<file path="src/rtl/posit_pkg.sv">
// Shared widths, state encoding and result payload for the posit decode arbiter.
package posit_pkg;

    localparam int unsigned POSIT_W     = 32;
    localparam int unsigned K_W         = 6;
    localparam int unsigned EXP_W       = 3;
    localparam int unsigned MANT_W      = 32;
    localparam int unsigned CNT_W       = 6;
    localparam int unsigned TIMEOUT_DEF = 48;

    typedef enum logic [2:0] {
        ST_IDLE      = 3'd0,
        ST_ISSUE     = 3'd1,
        ST_WAIT_DONE = 3'd2,
        ST_RELEASE   = 3'd3,
        ST_RESP      = 3'd4
    } arb_state_t;

    typedef struct packed {
        logic             sign;
        logic             zero;
        logic             nar;
        logic             err;
        logic [K_W-1:0]   k;
        logic [EXP_W-1:0] expo;
        logic [MANT_W-1:0] mant;
    } dec_result_t;

    // Result reported when the decoder never answers: all fields cleared, err set.
    localparam dec_result_t RES_TIMEOUT = '{
        sign: 1'b0, zero: 1'b0, nar: 1'b0, err: 1'b1,
        k: '0, expo: '0, mant: '0
    };

endpackage

</file>
<file path="src/rtl/rr_arb2.sv">
// Two-way round-robin grant: pointer holder wins a tie, a lone requester always wins.
module rr_arb2 (
    input  logic       i_ptr,
    input  logic [1:0] i_req,
    output logic [1:0] o_gnt_c
);

    // One-hot grant from the request pair and the priority pointer
    always_comb begin
        o_gnt_c = 2'b00;
        if (i_req == 2'b11) begin
            o_gnt_c = i_ptr ? 2'b10 : 2'b01;
        end else begin
            o_gnt_c = i_req;
        end
    end

endmodule

</file>
<file path="src/rtl/posit_decode_arbiter.sv">
// Arbitrates two posit requesters onto one shared external decoder and returns
// the decoded fields with the owning requester id.
module posit_decode_arbiter
    import posit_pkg::*;
#(
    parameter int unsigned TIMEOUT = TIMEOUT_DEF
) (
    input  logic                     clk,
    input  logic                     rst,
    input  logic                     req0_valid,
    input  logic [POSIT_W-1:0]       req0_posit,
    output logic                     req0_ready,
    input  logic                     req1_valid,
    input  logic [POSIT_W-1:0]       req1_posit,
    output logic                     req1_ready,
    output logic                     resp_valid,
    input  logic                     resp_ready,
    output logic                     resp_id,
    output logic                     resp_sign,
    output logic                     resp_zero,
    output logic                     resp_nar,
    output logic                     resp_err,
    output logic signed [K_W-1:0]    resp_k,
    output logic [EXP_W-1:0]         resp_exp,
    output logic [MANT_W-1:0]        resp_mant,
    output logic [POSIT_W-1:0]       dec_posit,
    output logic                     dec_start,
    output logic                     dec_received,
    input  logic                     dec_done,
    input  logic                     dec_sign,
    input  logic                     dec_zero,
    input  logic                     dec_nar,
    input  logic signed [K_W-1:0]    dec_k,
    input  logic [EXP_W-1:0]         dec_exp,
    input  logic [MANT_W-1:0]        dec_mant,
    output logic                     busy
);

    localparam logic [CNT_W-1:0] CNT_LAST = CNT_W'(TIMEOUT - 1);

    arb_state_t          r_state;
    logic                r_ptr;
    logic [CNT_W-1:0]    r_cnt;
    logic                r_id;
    logic [POSIT_W-1:0]  r_posit;
    logic [1:0]          r_req_ready;
    logic                r_dec_start;
    logic                r_dec_received;
    logic                r_resp_valid;
    logic                r_busy;
    dec_result_t         r_res;
    logic [1:0]          w_gnt;

    rr_arb2 u_rr_arb2 (
        .i_ptr   (r_ptr),
        .i_req   ({req1_valid, req0_valid}),
        .o_gnt_c (w_gnt)
    );

    // Grant, issue, wait, release and respond sequence with registered outputs
    always_ff @(posedge clk or negedge rst) begin
        if (!rst) begin
            r_state        <= ST_IDLE;
            r_ptr          <= 1'b0;
            r_cnt          <= '0;
            r_id           <= 1'b0;
            r_posit        <= '0;
            r_req_ready    <= 2'b00;
            r_dec_start    <= 1'b0;
            r_dec_received <= 1'b0;
            r_resp_valid   <= 1'b0;
            r_busy         <= 1'b0;
            r_res          <= '0;
        end else begin
            r_req_ready <= 2'b00;
            r_dec_start <= 1'b0;
            case (r_state)
                ST_IDLE: begin
                    if (|w_gnt) begin
                        r_req_ready <= w_gnt;
                        r_id        <= w_gnt[1];
                        r_posit     <= w_gnt[1] ? req1_posit : req0_posit;
                        r_ptr       <= w_gnt[0];
                        r_dec_start <= 1'b1;
                        r_busy      <= 1'b1;
                        r_state     <= ST_ISSUE;
                    end
                end
                ST_ISSUE: begin
                    r_cnt   <= '0;
                    r_state <= ST_WAIT_DONE;
                end
                ST_WAIT_DONE: begin
                    if (dec_done) begin
                        r_res          <= {dec_sign, dec_zero, dec_nar, 1'b0, dec_k, dec_exp, dec_mant};
                        r_dec_received <= 1'b1;
                        r_state        <= ST_RELEASE;
                    end else if (r_cnt == CNT_LAST) begin
                        r_res          <= RES_TIMEOUT;
                        r_dec_received <= 1'b1;
                        r_state        <= ST_RELEASE;
                    end else begin
                        r_cnt <= r_cnt + CNT_W'(1);
                    end
                end
                ST_RELEASE: begin
                    // Hold the acknowledge until the decoder has dropped done
                    if (!dec_done) begin
                        r_dec_received <= 1'b0;
                        r_resp_valid   <= 1'b1;
                        r_state        <= ST_RESP;
                    end
                end
                ST_RESP: begin
                    if (resp_ready) begin
                        r_resp_valid <= 1'b0;
                        r_busy       <= 1'b0;
                        r_state      <= ST_IDLE;
                    end
                end
                default: begin
                    r_state <= ST_IDLE;
                end
            endcase
        end
    end

    assign req0_ready   = r_req_ready[0];
    assign req1_ready   = r_req_ready[1];
    assign dec_posit    = r_posit;
    assign dec_start    = r_dec_start;
    assign dec_received = r_dec_received;
    assign resp_valid   = r_resp_valid;
    assign resp_id      = r_id;
    assign resp_sign    = r_res.sign;
    assign resp_zero    = r_res.zero;
    assign resp_nar     = r_res.nar;
    assign resp_err     = r_res.err;
    assign resp_k       = r_res.k;
    assign resp_exp     = r_res.expo;
    assign resp_mant    = r_res.mant;
    assign busy         = r_busy;

endmodule
</file>
<file path="config.mk">
export PLATFORM = sky130hd
export DESIGN_NAME = posit_decode_arbiter
export DESIGN_NICKNAME = d
export VERILOG_FILES = /design/src/rtl/posit_pkg.sv /design/src/rtl/rr_arb2.sv /design/src/rtl/posit_decode_arbiter.sv
export SDC_FILE = /design/constraint.sdc
export NUM_CORES = 1
export LEC_CHECK = 0
export BUFFER_PORTS_ARGS = -buffer_cell sky130_fd_sc_hd__clkbuf_2
export CAP_MARGIN = 25
export CORE_ASPECT_RATIO = 0.75
export CORE_MARGIN = 5
export CORE_UTILIZATION = 48
export DETAILED_ROUTE_END_ITERATION = 12
export PLACE_DENSITY = 0.81
export SLEW_MARGIN = 20
export SYNTH_ARGS = -nofsm -noshare
export SYNTH_HDL_FRONTEND = slang
export SYNTH_HIERARCHICAL = 1
export SYNTH_SLANG_ARGS = --single-unit
</file>
<file path="constraint.sdc">
create_clock -name clk -period 2.05 [get_ports clk]
set_input_delay 0.1025 -clock clk [delete_from_list [all_inputs] [get_ports clk]]
set_output_delay 0.1025 -clock clk [all_outputs]
set_load 0.02 [all_outputs]
</file>
# Word-level counts from Yosys, hierarchy flattened
# Index checks and enable logic that the tools add are counted.
word_totals:
  output_inout_bits: 84
  reg_bits: 94
  wordCells: 71
classes:
  n_reduce_logical: 14
  muxes: 27
  add_sub_neg: 1
  n_eq_ne: 12
ops:
  columns: ["cell", "n"]
  rows:
  - ["$mux W45", 2]
  - ["$mux W32", 1]
  - ["$mux W3", 5]
  - ["$pmux W3 S5", 1]
  - ["$mux W6", 2]
  - ["$pmux W6 S2", 1]
  - ["$reduce_and A3 Y1", 4]
  - ["$ne A2 B2 Y1 const B", 5]
  - ["$reduce_bool A2 Y1", 5]
  - ["$mux W1", 8]
  - ["$mux W2", 4]
  - ["$add A6 B1 Y6 const B", 1]
  - ["$eq A3 B2 Y1 const B", 2]
  - ["$eq A6 B6 Y1 const B", 1]
  - ["$pmux W1 S2", 3]
  - ["$reduce_and A2 Y1", 2]
  - ["$reduce_and A4 Y1", 1]
  - ["$eq A3 B1 Y1 const B", 1]
  - ["$eq A3 B3 Y1 const B", 1]
  - ["$logic_not A3 Y1", 1]
  - ["$ne A3 B3 Y1 const B", 1]
  - ["$eq A2 B2 Y1 const B", 1]
  - ["$reduce_or A2 Y1", 1]

# Longest topological paths before layout
# Gate-level depths: netlist (run 1).
depth:
  word_depth: 5
  depth_mapped: 9
  depth_no_buf: 5

# Modules after synthesis
# Netlist (run 1), hierarchy kept.
by_module_without_submodules:
  columns: ["mod", "seq_area_each_um2", "area_per_inst_um2", "instances", "cells_per_inst"]
  rows:
  - ["posit_decode_arbiter", 2352.3, 4506.8, 1, 424]
  - ["rr_arb2", 0.0, 18.8, 1, 3]

# Least setup slack after synthesis (run 1)
# Ideal clock, no wire load.
synth_timing:
  path_kind: "register to register"
  start: "reg r_ptr"
  end: "reg r_posit[17] (netlist: dec_posit[17])"
  path_buffers: 4
  setup_slack_ps: 493
  t_required_ps: 1977
  arrival_ps: 1484
  setup_time_ps: 73
  stages_incl_launch_ff: 10
  synth_period_minus_slack_ps: 1557
  path_cell_list: "dfrtp_1 inv_1 a21boi_1 buf_6 or2_0 buf_2 and2_1 buf_2 buf_6 a21oi_2"
synth_via:
  elab_chain_len: 4
synth_rtl:
  columns: ["element", "line", "rtl"]
  rows:
  - ["start, declared", "posit_decode_arbiter.sv:42", "logic r_ptr;"]
  - ["start signal, assigned", "posit_decode_arbiter.sv:83", "r_ptr <= w_gnt[0];"]
  - ["$mux W2 *", "rr_arb2.sv:12", "o_gnt_c = i_ptr ? 2'b10 : 2'b01;"]
  - ["$mux W2 *", "rr_arb2.sv:11", "if (i_req == 2'b11) begin"]
  - ["net w_gnt[1]", "posit_decode_arbiter.sv:52", "logic [1:0] w_gnt;"]
  - ["$reduce_or A2 Y1", "posit_decode_arbiter.sv:79", "if (|w_gnt) begin"]
  - ["$reduce_and A2 Y1 (no source line)", null, null]
  - ["end signal, assigned", "posit_decode_arbiter.sv:82", "r_posit <= w_gnt[1] ? req1_posit : req0_posit;"]
  - ["end, declared", "posit_decode_arbiter.sv:45", "logic [POSIT_W-1:0] r_posit;"]
# Mark *: on every way through the listed nets, which the timed path passes. The rest lies on a longest branch.
# A chain may end at the register's enable or synchronous reset.

# Final worst setup path (run 1)
layout_timing:
  start: "reg r_state[1]"
  end: "reg r_res (netlist bit resp_mant[21])"
layout_via:
  elab_chain_len: 2
layout_rtl:
  columns: ["element", "line", "rtl"]
  rows:
  - ["start, declared", "posit_decode_arbiter.sv:41", "arb_state_t r_state;"]
  - ["start signal, assigned", "posit_decode_arbiter.sv:63", "r_state <= ST_IDLE;"]
  - ["start signal, assigned", "posit_decode_arbiter.sv:86", "r_state <= ST_ISSUE;"]
  - ["start signal, assigned", "posit_decode_arbiter.sv:91", "r_state <= ST_WAIT_DONE;"]
  - ["$eq A3 B2 Y1", "posit_decode_arbiter.sv:77", "case (r_state)"]
  - ["$reduce_and A2 Y1 (no source line)", null, null]
  - ["end signal, assigned", "posit_decode_arbiter.sv:95", "r_res <= {dec_sign, dec_zero, dec_nar, 1'b0, dec_k, dec_exp, dec_mant};"]
  - ["end, declared", "posit_decode_arbiter.sv:51", "dec_result_t r_res;"]
# No other way between the ends.

==> flow_summary.ini, run 1 <==
[flow_run]
maxCapViolCount = 0

[sta]
fmax_ghz = 0.5630
setup_tns_ns = 0
hold_violations = 0
rsz0062_at_grt = false
slew-limit-headroom_pct = 59.50
slew_viol_final = 0
setup_violations = 0
whs_ns = 0.01037
finalCritPeriodShare_pct = 86.65
min_period_ns = 1.776
worstMarginPinSlew_ns = 0.6076
finalClockSkew_ns = 0.007504

[placement]
placed_area_sq_mm = 0.005614
place_congestion = 0.8048
io_buffers = 197
dp_hpwl_mm = 8.882

[global_routing]
grt_max_degree = 48
grtUsageTotal_pct = 22.03
grt_pass1_wl_mm = 20.31
antenna_found_initial = 0
gr-total-overflow = 0
grt_pass1_vias = 4181

[synthesis]
synth_cells = 427
synthArstFlopShare_pct = 100.0
yosys_register_bits = 94
yosysUniqueCellTypes = 41
synth_top_flop_cell = dfrtp_1
syn-num-nets = 542
synth_area_sq_mm = 0.004526
ys_seq_area_share_pct = 51.98
yosys_warnings = 6
synth.avg_cell_area_sq_um = 10.60
synth_edf_count = 0

[run_status]
outcome = completed

[clock_tree]
cts_max_level = 3
cts_buffers = 9
path_clk_slew_ns = 0.06
cts-resized-gates = 0
cts_tree = built
cts_setup_buffers = 0
clock-sinks = 94
cts_root_buf = clkbuf_16
insertion_delay_ns = 0.33
cts_hold_buf = 10
clock_path_buffers = 2

[worst_setup_path]
endpoint = resp_mant[21]$_DFFE_PN0P_
critical_path_arrival_ns = 1.98
start_kind = flop
r2r_start = r_state[1]$_DFFE_PN0P_
r2r-end = resp_mant[21]$_DFFE_PN0P_
crit_required_ns = 2.26
cp_max_fo = 46
crit_type = reg -> reg
critPathCaptureType = flop
startpoint = r_state[1]$_DFFE_PN0P_
rr_worst_depth = 4
ff2ff_setup_slack_ns = 0.27

[cells_and_area]
final_cell_area_sq_mm = 0.005968
drive_gt1_share_pct = 38.75
syn_to_final_growth_pct = 31.88
nFillCells = 732
antenna_cells = 0
fin_nets = 734

[power_and_ir_drop]
ir_drop_v = 0.0009476
p_leak_nw = 2.866
total_power_mw = 9.419
power_per_cell_area_mw_per_mm2 = 1578

[floorplanning]
fp.dieH_um = 94.09
ios = 198
die-area_sq_mm = 0.01149
rows = 30
core_sq_mm = 0.009121
start_util_pct = 49.62
fp.dieW_um = 122.1

[route]
wire_per_inst_um = 16.59
viasPerCell = 5.387
route.detailed.drc = 0
drt_wl_total_mm = 12.44
dr.pass1.iters = 4
drtIter0Drc = 342
drt.antenna.violating_nets = 0
vias = 4040

[worst_hold_path]
min_path_cells = 3
hold_path_class = in -> reg
==> power by group <==
| part | switching, mW | leakage (nW) | internal (mW) | total (mW) |
|---|---|---|---|---|
| Clock | 0.642 | 0.131 | 0.800 | 1.44 |
| Sequential | 0.688 | 1.06 | 2.74 | 3.43 |
| Combinational | 2.80 | 1.68 | 1.75 | 4.55 |
| Total | 4.13 | 2.87 | 5.29 | 9.42 |
==> per-stage QoR <==
| step | setup slack (ns) | utilization (%) | std cells |
|---|---|---|---|
| 6_report | 0.2737 | 65.43 | 750 |
| 5_1_grt | 0.1479 | 65.43 | 750 |
| 4_1_cts | 0.2672 | 65.43 | 750 |
| 3_5_place_dp | 0.2784 | 61.55 | 726 |
| 3_3_place_gp | 0.3929 | 61.55 | 726 |
| 2_1_floorplan | 0.4931 | - | 427 |
==> Yosys cell counts, types with 3 or more instances <==
| cell type | instances | area [sq um] |
|---|---|---|
| a21oi_2 | 9 | 78.83 |
| a22oi_1 | 44 | 330.3 |
| buf_6 | 10 | 112.6 |
| nand2b_1 | 45 | 281.5 |
| nand2_1 | 10 | 37.54 |
| and2_1 | 3 | 18.77 |
| buf_2 | 13 | 65.06 |
| a21oi_1 | 58 | 290.3 |
| mux2i_1 | 38 | 380.4 |
| nor2_1 | 5 | 18.77 |
| dfrtp_1 | 94 | 2352 |
| clkbuf_1 | 14 | 52.55 |
| o21ai_1 | 39 | 195.2 |
| inv_1 | 6 | 22.52 |
| o21ai_0 | 7 | 35.03 |
==> worst min path at each step <==
stage          startpoint                         to  slack (ns)
3_3_place_gp          rst  resp_mant[20]$_DFFE_PN0P_        0.14
6_report         dec_k[5]      resp_k[5]$_DFFE_PN0P_        0.01
3_5_place_dp          rst  resp_mant[20]$_DFFE_PN0P_        0.15
5_1_grt          dec_k[3]      resp_k[3]$_DFFE_PN0P_        0.01
4_1_cts          dec_k[2]      resp_k[2]$_DFFE_PN0P_      0.0002
2_1_floorplan         rst           busy$_DFFE_PN0P_       -0.19
==> routing by layer <==
| metal | routed length (um) | track usage (%) | vias up |
|---|---|---|---|
| li1 | - | - | 1917 |
| met1 | 5035 | 28.41 | 1928 |
| met2 | 6225 | 37.13 | 176 |
| met3 | 953 | 4.756 | 19 |
| met4 | 225 | 6.990 | 0 |
| met5 | 0 | 0 | - |
==> cells in the final DEF, fill, tap and decap left out, types with 2 or more instances in the layout <==
| master | Yosys | layout |
|---|---|---|
| a211oi_1 | 2 | 2 |
| dfrtp_1 | 94 | 94 |
| o21ai_0 | 7 | 7 |
| a22oi_1 | 44 | 44 |
| a21oi_2 | 9 | 9 |
| buf_12 | 0 | 4 |
| mux2i_1 | 38 | 38 |
| dlygate4sd3_1 | 0 | 10 |
| and2_1 | 3 | 3 |
| clkinv_2 | 0 | 4 |
| o21ai_1 | 39 | 39 |
| nand2_1 | 10 | 10 |
| a21oi_1 | 58 | 58 |
| nor2_1 | 5 | 5 |
| clkbuf_16 | 0 | 9 |
| nand3_1 | 2 | 2 |
| o22ai_1 | 2 | 2 |
| clkbuf_2 | 2 | 196 |
| buf_4 | 0 | 10 |
| nand2b_1 | 45 | 45 |
| nand4_1 | 2 | 2 |
| inv_1 | 6 | 6 |
==> final cells by class <==
type	count	area, sq um	share of cell area (%)
Timing Repair Buffer	220	1236	20.71
Tap cell	128	160.2	2.683
Inverter	6	22.52	0.3774
Multi-Input combinational cell	288	1943	32.56
Clock inverter	5	28.78	0.4822
Clock buffer	9	225.2	3.774
Sequential cell	94	2352	39.41
==> worst max-delay path, stage by stage (launching register included) <==
cell and delay (ns):
dfrtp_1 0.59, or3b_1 0.39, buf_4 0.29, a22oi_1 0.27, o21ai_1 0.10
==> sequential cells by signal (all words and copies together), names as in the netlist <==
register	flops
r_state	3
resp_valid	1
resp_sign	1
resp_id	1
resp_k	6
r_cnt	6
r_req_ready	2
resp_err	1
resp_exp	3
resp_zero	1
dec_start	1
r_ptr	1
dec_posit	32
busy	1
dec_received	1
resp_nar	1
resp_mant	32
==> cell families (layout without fill, tap and decap cells) <==
logic type,after synthesis,after routing,synth area share [%]
AO/OA/AOI/OAI,170,170,22.95
adder cells (fa/ha/maj),1,1,0.2764
buffers and inverters,45,240,5.806
flip-flops,94,94,51.98
multiplexers,38,38,8.405
AND/OR/NAND/NOR,79,79,10.59
(Power assumes the default switching activity.)
==> inputs of run 2 (changes only) <==
- PLACE_DENSITY: 0.81 -> 0.88
- clock period: 2.05 -> 1.77 ns (I/O delays scaled with it)
==> flow_summary.ini, run 2 (synthesis gave the netlist of run 1 again) <==
[cells_and_area]
layout_commonest_cell = clkbuf_2
multiInputGateArea_sq_mm = 0.001961
regArea_sq_mm = 0.002352
final_cell_mix = 196 x clkbuf_2, 94 x dfrtp_1, 58 x a21oi_1
fin_nets = 761
layout.cells.non_filler = 778
nFillCells = 677
syn_to_final_growth_pct = 39.37
antenna_cells = 0
drive_gt1_share_pct = 37.69

[sta]
setup_violations = 0
finalClockSkew_ns = 0.007614
slew_viol_final = 0
setup_tns_ns = 0
whs_ns = 0.008862
slew-limit-headroom_pct = 65.75
min_period_ns = 1.676
finalCritPeriodShare_pct = 94.72
fmax_ghz = 0.5965
worstMarginPinSlew_ns = 0.5138
hold_violations = 0
fin_ws_ns = 0.09353

[route]
viasPerCell = 5.526
drtIter0Drc = 469
route.detailed.drc = 0
drt_wl_total_mm = 13.56
drt.antenna.violating_nets = 0
wire_per_inst_um = 17.43
vias = 4299
dr.pass1.iters = 5

[floorplanning]
die-area_sq_mm = 0.01149
fp.dieH_um = 94.09
rows = 30
start_util_pct = 49.62
fp.dieW_um = 122.1
ios = 198
core_sq_mm = 0.009121

[global_routing]
grtUsageTotal_pct = 23.38
grt_max_degree = 47
grt_pass1_vias = 4384
gr-total-overflow = 0
antenna_found_initial = 0
grt_pass1_wl_mm = 21.49

[power_and_ir_drop]
ir_drop_v = 0.0008952
total_power_mw = 11.43
p_leak_nw = 3.001
power_per_cell_area_mw_per_mm2 = 1812

[worst_setup_path]
start_kind = flop
critPathCaptureType = flop
ff2ff_setup_slack_ns = 0.09
crit_required_ns = 1.98
crit_type = reg -> reg
critical_path_arrival_ns = 1.89
cp_max_fo = 44

[clock_tree]
cts_max_level = 3
path_clk_slew_ns = 0.07
cts_buffers = 9
cts_tree = built
cts_setup_buffers = 0
clock-sinks = 94
cts_root_buf = clkbuf_16
clock_path_buffers = 2
insertion_delay_ns = 0.34

[placement]
io_buffers = 197
place_inst = 728
place_congestion = 0.7932
post-place-ws_ns = 0.1320
dp_hpwl_mm = 9.079

[run_status]
outcome = completed

[worst_hold_path]
hold_path_class = in -> reg

[flow_run]
maxCapViolCount = 0
==> run 2: cell count changes in the layout (fill, tap and decap cells not counted), sizes merged <==
cell | previous run | this run
inv | 6 | 7
bufinv | 0 | 1
clkinvlp | 0 | 2
buf | 14 | 16
dlygate4sd3 | 10 | 35
clkinv | 5 | 1
clkbuf | 205 | 206
==> run 2: path summary, 6_finish.rpt <==
path,from,endpoint,cells after the start
hold / removal,dec_mant[4],resp_mant[4]$_DFFE_PN0P_,3
min in group asynchronous,rst,resp_mant[12]$_DFFE_PN0P_,2
hold reg to reg,dec_posit[25]$_DFFE_PN0P_,dec_posit[25]$_DFFE_PN0P_,2
max in group asynchronous,rst,resp_valid$_DFFE_PN0P_,3
setup / recovery,r_cnt[0]$_DFFE_PN0P_,resp_nar$_DFFE_PN0P_,5
setup reg to reg,r_cnt[0]$_DFFE_PN0P_,resp_nar$_DFFE_PN0P_,5
==> run 2: layout make-up <==
class	count	share of cell area [%]
Clock buffer	10	3.789
Inverter	6	0.3571
Multi-Input combinational cell	288	31.09
Timing Repair Buffer	247	24.00
Tap cell	128	2.539
Sequential cell	94	37.29
Clock inverter	5	0.9324
==> run 2: what timing repair did <==
item,4_1_cts,5_1_grt
gates resized for setup,0,3
endpoints found under the setup margin,0,3
hold buffers,35,0
endpoints found under the hold margin,68,0
==> run 2: report_power, final <==
| group | internal (mW) | switching, mW | leakage, nW |
|---|---|---|---|
| sequential | 3.17 | 0.801 | 1.06 |
| combinational | 2.13 | 3.39 | 1.80 |
| clock | 1.13 | 0.809 | 0.141 |
| total | 6.43 | 5.00 | 3.00 |
==> run 2: worst max-delay path: stages, from the launching register on <==
cell	delay (ns)
dfrtp_1	0.41
ha_1	0.24
and4b_2	0.33
and2_1	0.21
buf_12	0.22
o21ai_0	0.12
==> run 2: per-stage QoR <==
step           util (%)  cell area, sq um
2_1_floorplan         -              4526
3_3_place_gp      61.85              5642
3_5_place_dp      61.85              5642
4_1_cts           68.96              6290
5_1_grt           69.15              6307
6_report          69.15              6307
==> run 2: layer usage <==
layer | GRT usage, % | up-vias | wire length [um]
li1 | - | 1976 | -
met1 | 28.47 | 2099 | 5210
met3 | 5.780 | 30 | 920
met2 | 40.63 | 194 | 7092
met4 | 7.829 | 0 | 335
met5 | 0 | - | 0
==> inputs of run 3 (changes only) <==
- ABC_AREA: default -> 1
- CORE_UTILIZATION: 48 -> 46
- PLACE_DENSITY: 0.88 -> 0.87
==> flow_summary.ini, run 3 <==
[run_status]
outcome = completed

[power_and_ir_drop]
p_comb_share_pct = 42.9
p_leak_nw = 3.266
p_int_mw = 5.890
p_seq_share_pct = 36.4
ir_drop_v = 0.0007983
switching_share_pct = 41.94
p_sw_mw = 4.255
p_clk_share_pct = 20.7
power_per_cell_area_mw_per_mm2 = 1690
total_power_mw = 10.14

[worst_setup_path]
start_kind = flop
crit_path_max_incr_delay_ns = 0.46
cp_max_fo = 45
rr_worst_depth = 7
critical_path_arrival_ns = 1.84
crit_required_ns = 2.04
critPathCaptureType = flop
crit_type = reg -> reg
r2r_start = r_state[0]$_DFFE_PN0P_
path_cells = nor2_4 -> nand2_2 -> inv_2 -> nand2_2 -> inv_4 -> nand2_1 -> nand2_1
ff2ff_setup_slack_ns = 0.20
slowest_stage = dfrtp_1
path_buf_inv = 2
cp_top_family = simple AND/OR/NAND/NOR gates
r2r-end = resp_mant[10]$_DFFE_PN0P_

[placement]
place_congestion = 0.8427
io_buffers = 197
dp_hpwl_mm = 8.244
post-place-ws_ns = 0.1299
placed_area_sq_mm = 0.005209

[clock_tree]
path_clk_slew_ns = 0.07
clock_path_buffers = 2
cts_buffers = 9
cts_max_level = 3
insertion_delay_ns = 0.33
cts_root_buf = clkbuf_16
clock-sinks = 94
cts_setup_buffers = 0
cts_tree = built

[sta]
fmax_ghz = 0.6375
rsz0062_at_grt = false
fin_ws_ns = 0.2014
finalClockSkew_ns = 0.01090
slew-limit-headroom_pct = 69.77
slew_viol_final = 0
finalCritPeriodShare_pct = 88.62
setup_violations = 0
min_period_ns = 1.569
worstMarginPinSlew_ns = 0.4535
hold_violations = 0
setup_tns_ns = 0

[worst_hold_path]
min_path_cells = 3
hold_start = req0_posit[0]
hold_end = dec_posit[0]$_DFFE_PN0P_
hold_path_class = in -> reg

[cells_and_area]
drive_gt1_share_pct = 37.33
final_cell_mix = 196 x clkbuf_2, 152 x nand2_1, 94 x dfrtp_1
syn_to_final_growth_pct = 44.77
antenna_cells = 0
nFillCells = 694
layout_commonest_cell = clkbuf_2
final_cell_area_sq_mm = 0.006005
fin_nets = 828

[route]
viasPerCell = 5.034
drt.antenna.violating_nets = 0
dr.pass1.iters = 4
wire_per_inst_um = 14.87
drt_wl_total_mm = 12.35
vias = 4178
drtIter0Drc = 274
route.detailed.drc = 0

[flow_run]
maxCapViolCount = 0

[synthesis]
synthArstFlopShare_pct = 100.0
synth.avg_cell_area_sq_um = 8.714
synthTopCellsByCount = 153 x nand2_1, 94 x dfrtp_1, 56 x nand3_1, 37 x o21ai_0
synth_top_area_share_pct = 56.71
yosys_warnings = 6
synth_edf_count = 0
syn-num-nets = 591
synth_area_sq_mm = 0.004148
synth_top_area_cell = dfrtp_1
synth_top_flop_cell = dfrtp_1
synthMostInstantiatedCell = nand2_1
yosysUniqueCellTypes = 22
synth_area_leaders = dfrtp_1 57%, nand2_1 14%, nand3_1 6.8%
ys_seq_area_share_pct = 56.71
synth_cells = 476
yosys_register_bits = 94

[floorplanning]
ios = 198
start_util_pct = 46.43
core_sq_mm = 0.008934
fp.dieW_um = 119.6
rows = 30
fp.dieH_um = 92.24
die-area_sq_mm = 0.01104

[global_routing]
grtUsageTotal_pct = 22.16
gr-total-overflow = 0
antenna_found_initial = 0
grt_pass1_vias = 4216
grt_pass1_wl_mm = 20.10
grt_max_degree = 67
==> run 3: changes by cell type in the layout (fill, tap and decap cells not counted), sizes merged, moves of 3 or more <==
cell         previous run  this run
a21oi                  67         3
nand3                   2        56
dlygate4sd3            35        45
buf                    16         9
and2                    3         0
nor2                    5        13
inv                     7        21
or2                     2        32
o21ai                  46        69
a21boi                  3         0
nand2b                 45         0
mux2i                  38         0
a22oi                  45         0
nand2                  10       157
==> run 3: kinds of logic after synthesis <==
family | count (synthesis) | synth area share (%)
AO/OA/AOI/OAI | 73 | 8.869
XOR/XNOR | 1 | 0.2112
adder cells (fa/ha/maj) | 1 | 0.3016
buffers and inverters | 45 | 5.551
flip-flops | 94 | 56.71
AND/OR/NAND/NOR | 262 | 28.36
==> run 3: how the worst max path moves through the flow <==
stage / start / slack, ns / cells after the start / end
floorplan: r_ptr$_DFFE_PN0P_ / 0.40 / 7 / dec_posit[0]$_DFFE_PN0P_
CTS: r_ptr$_DFFE_PN0P_ / 0.11 / 6 / dec_posit[21]$_DFFE_PN0P_
finish: r_state[0]$_DFFE_PN0P_ / 0.20 / 7 / resp_mant[10]$_DFFE_PN0P_
global placement: r_ptr$_DFFE_PN0P_ / 0.24 / 6 / dec_posit[10]$_DFFE_PN0P_
global route: r_state[0]$_DFFE_PN0P_ / 0.03 / 7 / resp_mant[21]$_DFFE_PN0P_
detailed placement: r_ptr$_DFFE_PN0P_ / 0.13 / 6 / dec_posit[21]$_DFFE_PN0P_
==> run 3: timing repair <==
| action | in CTS | in global routing |
|---|---|---|
| resized for setup | 0 | 3 |
| endpoints found under the hold margin | 68 | 0 |
| endpoints found under the setup margin | 0 | 25 |
| hold buffers | 45 | 0 |
==> run 3: through the flow <==
stage	hold slack, ns	utilization [%]	instances
global placement	0.007647	58.31	768
CTS	0.02180	67.06	829
floorplan	-0.2071	-	476
detailed placement	0.01427	58.31	768
global route	0.03929	67.21	830
finish	0.03159	67.21	830
==> run 3: layout make-up <==
type	count	area, sq um	share of cell area, %
clock buffers	10	239.0	3.980
clock inverters	6	92.59	1.542
inverters	20	81.33	1.354
multi-input cells	337	1568	26.11
flip-flops and latches	94	2352	39.17
well taps	112	140.1	2.334
repair buffers	250	1524	25.38
repair inverters	1	7.507	0.1250
==> run 3: power groups by stage <==
stage          Clock (mW)  Combinational, mW  Sequential [mW]
6_report             2.10               4.35             3.69
5_1_grt              2.24               4.81             3.81
3_3_place_gp            0               4.12             3.65
2_1_floorplan           0               1.72             4.72
4_1_cts              2.16               4.36             3.67
3_5_place_dp            0               4.28             3.69
==> run 3: layer usage <==
metal,vias up,global-route usage [%],share of wire (%)
met1,1960,26.84,42
met4,0,7.245,2.2
met3,32,5.179,6.1
li1,2015,-,-
met5,-,0,0
met2,171,39.10,50
==> run 3: worst register-to-register path: stages (launching register included) <==
cell and delay [ns]:
dfrtp_1 0.46, nor2_4 0.20, nand2_2 0.11, inv_2 0.08, nand2_2 0.07, inv_4 0.34, nand2_1 0.14, nand2_1 0.10
